==> config.mk <==
export PLATFORM = sky130hd
export DESIGN_NAME = game_controller
export DESIGN_NICKNAME = d
export VERILOG_FILES = /design/src/rtl/game_controller.sv
export SDC_FILE = /design/constraint.sdc
export NUM_CORES = 1
export LEC_CHECK = 0
export ABC_AREA = 1
export CORE_MARGIN = 4
export CORE_UTILIZATION = 41
export CTS_CLUSTER_SIZE = 30
export DETAILED_ROUTE_END_ITERATION = 6
export PLACE_DENSITY = 0.68
export SYNTH_ARGS = -nofsm -noshare
export SYNTH_HDL_FRONTEND = slang
export SYNTH_SLANG_ARGS = --single-unit
==> constraint.sdc <==
create_clock -name clk -period 2.6 [get_ports clk]
set_clock_uncertainty 0.1 [all_clocks]
set_input_delay 0.52 -clock clk [delete_from_list [all_inputs] [get_ports clk]]
set_output_delay 0.52 -clock clk [all_outputs]
set_load 0.01 [all_outputs]
==> src/rtl/game_controller.sv <==
// rtl/game_controller.sv - multi-player game controller: countdown, pause, saturating scores, winner/tie.
// Optional GAME_HIGH_SCORE_EN keeps the best final score across games.
module game_controller #(
  parameter int NUM_PLAYERS  = 2,
  parameter int SCORE_W      = 6,
  parameter int TIMER_W      = 6,
  parameter int GAME_SECONDS = 30,
  localparam int WIN_W       = (NUM_PLAYERS > 1) ? $clog2(NUM_PLAYERS) : 1
) (
  input  logic                           clk,
  input  logic                           reset,
  input  logic                           tick,
  input  logic                           start,
  input  logic                           pause,
  input  logic [NUM_PLAYERS-1:0]         score_pulse,
  output logic [1:0]                     state,
  output logic                           game_active,
  output logic [TIMER_W-1:0]             time_left,
  output logic [NUM_PLAYERS*SCORE_W-1:0] scores,
  output logic                           game_over,
  output logic [WIN_W-1:0]               winner,
  output logic                           tie,
  output logic [SCORE_W-1:0]             high_score
);

  typedef enum logic [1:0] {S_IDLE = 2'd0, S_RUN = 2'd1, S_PAUSE = 2'd2, S_FIN = 2'd3} state_e;

  localparam logic [TIMER_W-1:0] LOAD = TIMER_W'(GAME_SECONDS);
  localparam logic [SCORE_W-1:0] SMAX = {SCORE_W{1'b1}};

  state_e                                state_q, state_d;
  logic [TIMER_W-1:0]                    time_q, time_d;
  logic [NUM_PLAYERS-1:0][SCORE_W-1:0]   scores_q, scores_d;
  logic                                  active_q, active_d;
  logic                                  over_q, over_d;
  logic [WIN_W-1:0]                      winner_q, winner_d;
  logic                                  tie_q, tie_d;
  logic [WIN_W-1:0]                      best_idx;
  logic [SCORE_W-1:0]                    best_val;
  logic                                  best_shared;
  logic                                  fin_entry;

  always_ff @(posedge clk) begin
    if (reset) begin
      state_q  <= S_IDLE;
      time_q   <= LOAD;
      scores_q <= '0;
      active_q <= 1'b0;
      over_q   <= 1'b0;
      winner_q <= '0;
      tie_q    <= 1'b0;
    end else begin
      state_q  <= state_d;
      time_q   <= time_d;
      scores_q <= scores_d;
      active_q <= active_d;
      over_q   <= over_d;
      winner_q <= winner_d;
      tie_q    <= tie_d;
    end
  end

  // Pause wins over the final tick; start wins over pause outside RUNNING/PAUSED.
  always_comb begin
    state_d = state_q;
    case (state_q)
      S_IDLE:  if (start) state_d = S_RUN;
      S_RUN: begin
        if (pause)                                state_d = S_PAUSE;
        else if (tick && time_q == TIMER_W'(1))   state_d = S_FIN;
      end
      S_PAUSE: if (pause) state_d = S_RUN;
      default: if (start) state_d = S_IDLE;
    endcase
  end

  // Winner/tie are resolved from the next-state scores so final-cycle points count.
  always_comb begin
    best_idx    = '0;
    best_val    = scores_d[0];
    best_shared = 1'b0;
    for (int i = 1; i < NUM_PLAYERS; i++) begin
      if (scores_d[i] > best_val) begin
        best_val = scores_d[i];
        best_idx = WIN_W'(i);
      end
    end
    for (int i = 0; i < NUM_PLAYERS; i++) begin
      if (scores_d[i] == best_val && WIN_W'(i) != best_idx) best_shared = 1'b1;
    end
  end

  assign fin_entry = (state_q != S_FIN) && (state_d == S_FIN);

  always_comb begin
    time_d   = time_q;
    scores_d = scores_q;
    winner_d = winner_q;
    tie_d    = tie_q;
    case (state_q)
      S_IDLE: begin
        if (start) begin
          time_d   = LOAD;
          scores_d = '0;
        end
      end
      S_RUN: begin
        for (int i = 0; i < NUM_PLAYERS; i++) begin
          if (score_pulse[i] && scores_q[i] != SMAX) scores_d[i] = scores_q[i] + SCORE_W'(1);
        end
        if (tick && !pause) time_d = time_q - TIMER_W'(1);
      end
      S_FIN: begin
        if (start) begin
          time_d   = LOAD;
          scores_d = '0;
          winner_d = '0;
          tie_d    = 1'b0;
        end
      end
      default: ;
    endcase
    if (fin_entry) begin
      winner_d = best_idx;
      tie_d    = best_shared;
    end
    over_d   = fin_entry;
    active_d = (state_d == S_RUN);
  end

`ifdef GAME_HIGH_SCORE_EN
  logic [SCORE_W-1:0] high_q;

  always_ff @(posedge clk) begin
    if (reset)                               high_q <= '0;
    else if (fin_entry && best_val > high_q) high_q <= best_val;
  end

  assign high_score = high_q;
`else
  assign high_score = '0;
`endif

  assign state       = state_q;
  assign game_active = active_q;
  assign time_left   = time_q;
  assign scores      = scores_q;
  assign game_over   = over_q;
  assign winner      = winner_q;
  assign tie         = tie_q;

endmodule

* Yosys cells after proc, flatten, opt, wreduce, memory -nomap -nowiden
Index checks and enable logic that the tools add are counted.
Word-level totals: register bits 24, latch bits 0, RAM bits 0, memory bits (read-only) 0, output and inout port bits 30, logic and storage cells 62, memories kept 0
Operators by class: add/subtract/negate cells 3, multiply operators 0, div/mod/pow operators 0, magnitude comparators 1, eq/ne operators 13, shift-type cells 0, multiplexer cells 21, bitwise gates (word level) 1, reductions and logical operators 15
Operators with widths (count):
- two-way mux 6 bit | 5
- one-hot mux 12 bit (2 select lines) | 1
- adder 6 x 1 -> 6 bit (second input constant) | 2
- equality test 6 bit | 2
- two-way mux 12 bit | 1
- inequality test 6 bit (second input constant) | 2
- one-hot mux 6 bit (2 select lines) | 1
- two-way mux 2 bit | 5
- logical AND 1 bit | 7
- two-way mux 1 bit | 7
- equality test 2 bit (second input constant) | 3
- equality test 6 x 1 -> 1 bit (second input constant) | 1
- greater-than comparator 6 bit | 1
- one-hot mux 2 bit (3 select lines) | 1
- nonzero test 2 bit | 3
- subtractor 6 x 1 -> 6 bit (second input constant) | 1
- equality test 2 x 1 -> 1 bit (second input constant) | 2
- inequality test 2 bit (second input constant) | 2
- AND reduction 3 bit | 1
- zero test 2 bit | 1
- inequality test 2 x 1 -> 1 bit (second input constant) | 1
- AND reduction 2 bit | 1
- OR reduction 2 bit | 1
- zero test 1 bit | 1
- inverter 1 bit | 1

* Longest topological paths before layout
depth after elaboration 11, depth in mapped cells 24

* Worst setup path before layout
OpenSTA, ideal clock, no wires.
path type reg-to-reg, from register state_q[0], in the netlist state[0], to register tie_q, in the netlist tie, setup time 71 ps, arrival time 2771 ps, path slack -342 ps, stages on the path, launching flop included 21, period minus slack after synthesis 2942 ps, path through dfxtp_1 -> inv_1 -> ha_1 -> o21ai_2 -> inv_2 -> nor2_1 -> o21bai_2 -> ha_1 -> inv_1 -> nor2_1 -> o21ai_0 -> inv_1 -> o21ai_4 -> inv_2 -> nand3_1 -> nand2_1 -> nor2_1 -> nand2_1 -> nor2_1 -> nand2_1 -> a21oi_1
RTL lines:
- start: declaration | line 31 | state_e state_q, state_d;
- start signal: assignment | line 53 | state_q <= state_d;
- end signal: assignment | line 59 | tie_q <= tie_d;
- end: declaration | line 37 | logic tie_q, tie_d;

==> summary.txt <==
Final layout
  • Fill count: 398
  • Final net count: 419
  • Layout cell share with drive strength beyond 1: 26.2%
  • Post-route cell area: 2840 µm²
  • Layout area overhead: 52.0%
  • Ant diodes: 0
  • Fin cells: 449
  • Register area: 490 µm²
  • Multi-input gate area: 1300 µm²

Setup path
  • Reg-to-reg endpoint: tie
  • FF-to-FF setup slack: -0.33 ns
  • RR Startpoint: state[1]
  • WS Path Type: register to register
  • Crit path capture type: register
  • Worst-path maximum fanout: 9
  • CP startpoint kind: register
  • R2R depth: 22
  • Critical path arrival: 3.04 ns
  • Req. time, crit path: 2.71 ns

Yosys
  • XOR/XNOR share of the synthesized area: 0.469%
  • Top cells by area, synth: dfxtp_1 26%, nand2_1 17%, nor2_1 9.6%
  • Asr flop ratio synth: 0%
  • Primary FF master, synth: dfxtp_1
  • Area fraction of the dominant cell type after synthesis: 25.7%
  • Simple-gate share of the synthesized area: 40.1%
  • Synth warn: 0
  • Synth Area in Adders: 9.38%
  • Most frequent cell after synthesis: nand2_1
  • Commonest cells post-synth: 84 x nand2_1, 48 x nor2_1, 45 x inv_1, 32 x nand3_1, 24 x dfxtp_1
  • Synth Area in Compound Gates: 10.9%
  • Netlist area before placement: 1870 µm²
  • Largest family of logic cells by synthesized area: simple AND/OR/NAND/NOR gates
  • Mux contribution to synthesized area: 0%
  • EDFF count, synth: 0
  • Register area share after synthesis: 25.7%
  • Yosys reg bits: 24
  • Area leader, netlist: dfxtp_1
  • Cells after synthesis: 311
  • Netlist cell types: 28
  • Synthesized area per cell: 6.01 µm²

Timing
  • Final worst slack: -0.327 ns
  • Final slew viol count: 0
  • Fin. Hold Viols: 0
  • Setup Viol. Count Final: 2
  • Post-layout min period: 2.93 ns
  • Maximum operating frequency: 0.342 GHz
  • Tcrit/Tclk final: 113%
  • RSZ-0062 raised after global routing: true

Global route
  • Gr ovfl total: 0
  • Initial antenna violation count: 0
  • Largest net degree at the start of global routing: 19
  • First-pass GRT wire length: 8310 µm
  • Total GRT Usage: 19.0%
  • Vias in the first global route: 1868

CTS
  • CTS sink count: 24
  • Root buf cell: clkbuf_8
  • Clk slew on worst S/H paths: 0.09 ns
  • Cts hold-fix bufs: 0
  • Max clock buf depth: 2
  • CTS tree: built
  • H-tree depth: 1
  • Total CTS buffers: 3
  • Clk Latency, worst-skew pair: 0.27 ns

Power
  • Flop pwr share: 32.0%
  • Internal Power: 839 µW
  • Peak VDD IR: 319 µV
  • Power per standard cell area: 446 nW/µm²
  • Clock power frac: 26.7%
  • Combinational power share: 41.3%
  • Static Leak: 0.00139 µW
  • Switch Pwr: 428 µW
  • Switching share of total power: 33.8%

Job
  • MaxCap Viol Count: 0

Min path
  • Worst hold path startpoint: winner
  • Worst-case hold path end point: winner
  • Min-Delay Path Class: register to register
  • Hold Crit Depth: 2

Place
  • DP Area: 2630 µm²
  • Dpl cells: 437
  • GPL Wtd Cong: 0.914
  • Dpl hpwl: 4230 µm
  • Port-buffer cells: 30

Routing
  • DRT antenna net count: 0
  • Final WL: 5530 µm
  • Drt drc: 0
  • Initial drt markers: 156
  • WL per Instance: 12.3 µm
  • Routed vias: 2200
  • First drt pass iteration count: 4
  • Vias per inst: 4.90

Floorplan
  • Starting density of the core: 42.6%
  • Core ar.: 4380 µm²
  • Die width: 75.5 µm
  • Die area: 5700 µm²
  • Die Height: 75.5 µm
  • Row count: 24
  • Io pins: 37

Outcome
  • Failing checks: negative setup slack
  • Status: finished with violations
[per-layer routing]
| metal | GRT usage, % | wire length (µm) | vias to the layer above |
|---|---|---|---|
| met5 | 0 | 0 | - |
| met4 | 7.18 | 112 | 0 |
| met3 | 1.85 | 217 | 13 |
| met2 | 31.0 | 2600 | 58 |
| met1 | 25.9 | 2600 | 985 |
| li1 | - | - | 1144 |
[placed cells by master (no fill, tap or decap), types with 6 or more instances in the layout]
| cell type | netlist | final |
|---|---|---|
| dfxtp_1 | 24 | 20 |
| buf_4 | 7 | 56 |
| inv_1 | 45 | 43 |
| nor2_1 | 48 | 40 |
| clkdlybuf4s50_1 | 0 | 28 |
| nand2_2 | 2 | 8 |
| nand2_1 | 84 | 78 |
| a21oi_1 | 13 | 11 |
| conb_1 | 1 | 6 |
| nand3_1 | 32 | 30 |
| nor2_2 | 0 | 6 |
| ha_1 | 14 | 9 |
[cell type report]
cell class / instances / share of cell area [%]
Inverter: 50 / 6.96
Timing Repair Buffer: 86 / 25.3
Clock buffer: 3 / 1.45
Tap cell: 52 / 2.29
Sequential cell: 24 / 17.3
Clock inverter: 1 / 1.06
Multi-Input combinational cell: 233 / 45.7
[power by group through the flow]
| stage | Combinational (µW) | Clock (µW) | Sequential [µW] |
|---|---|---|---|
| global placement | 449 | 0 | 414 |
| floorplan | 255 | 0 | 426 |
| finish | 523 | 338 | 406 |
| global route | 574 | 361 | 409 |
| detailed placement | 454 | 0 | 414 |
| CTS | 497 | 347 | 406 |
[worst max path at each step]
stage | start | end | depth (start not counted)
6_report | state[1] | tie | 22
5_1_grt | state[1] | tie | 20
4_1_cts | state[1] | tie | 20
3_5_place_dp | start | tie | 19
3_3_place_gp | start | tie | 19
2_1_floorplan | state[0] | tie | 21
[critical path: stages (launching register included)]
cell and delay [ns]:
dfxtp_4 0.36, inv_2 0.03, buf_4 0.13, ha_4 0.22, o21ai_4 0.27, inv_4 0.12, nand2_1 0.09, nand2_1 0.08
inv_1 0.10, ha_1 0.25, nand2_1 0.06, nand2_1 0.04, nand3_1 0.07, nand2_2 0.07, o21ai_4 0.23, inv_4 0.09
nand3_1 0.10, nand2_1 0.05, nor2_1 0.09, nand2_1 0.06, nor2_1 0.08, nand2_1 0.05, a21oi_1 0.10
[state kept, by name, summed over array words and instances, names as in the netlist]
name / flops
winner: 1
game_over: 1
state: 2
scores: 12
game_active: 1
time_left: 6
tie: 1
[metrics by stage]
step	worst slack [ns]	setup TNS [ns]	total power, µW	util (%)	hold slack, ns
2_1_floorplan	-0.129	-0.129	681	-	0.383
3_3_place_gp	-0.670	-1.10	864	59.9	0.357
3_5_place_dp	-0.724	-1.19	868	59.9	0.360
4_1_cts	-0.280	-0.410	1250	63.4	0.382
5_1_grt	-0.485	-0.822	1340	64.8	0.409
6_report	-0.327	-0.530	1270	64.8	0.383
[kinds of logic after synthesis]
group,after synthesis
fa+ha+maj,14
xor+xnor,1
other cells,1
flops,24
buf+inv,59
simple gates,179
compound gates,33
[repair_timing]
item                       in CTS  in global routing
resized for setup              17                  9
setup endpoints to repair       2                  2
hold endpoints to repair        0                  0
buffers inserted                5                  3
pin swaps                       2                  1
Note: power is estimated with default switching activity, not from simulation.
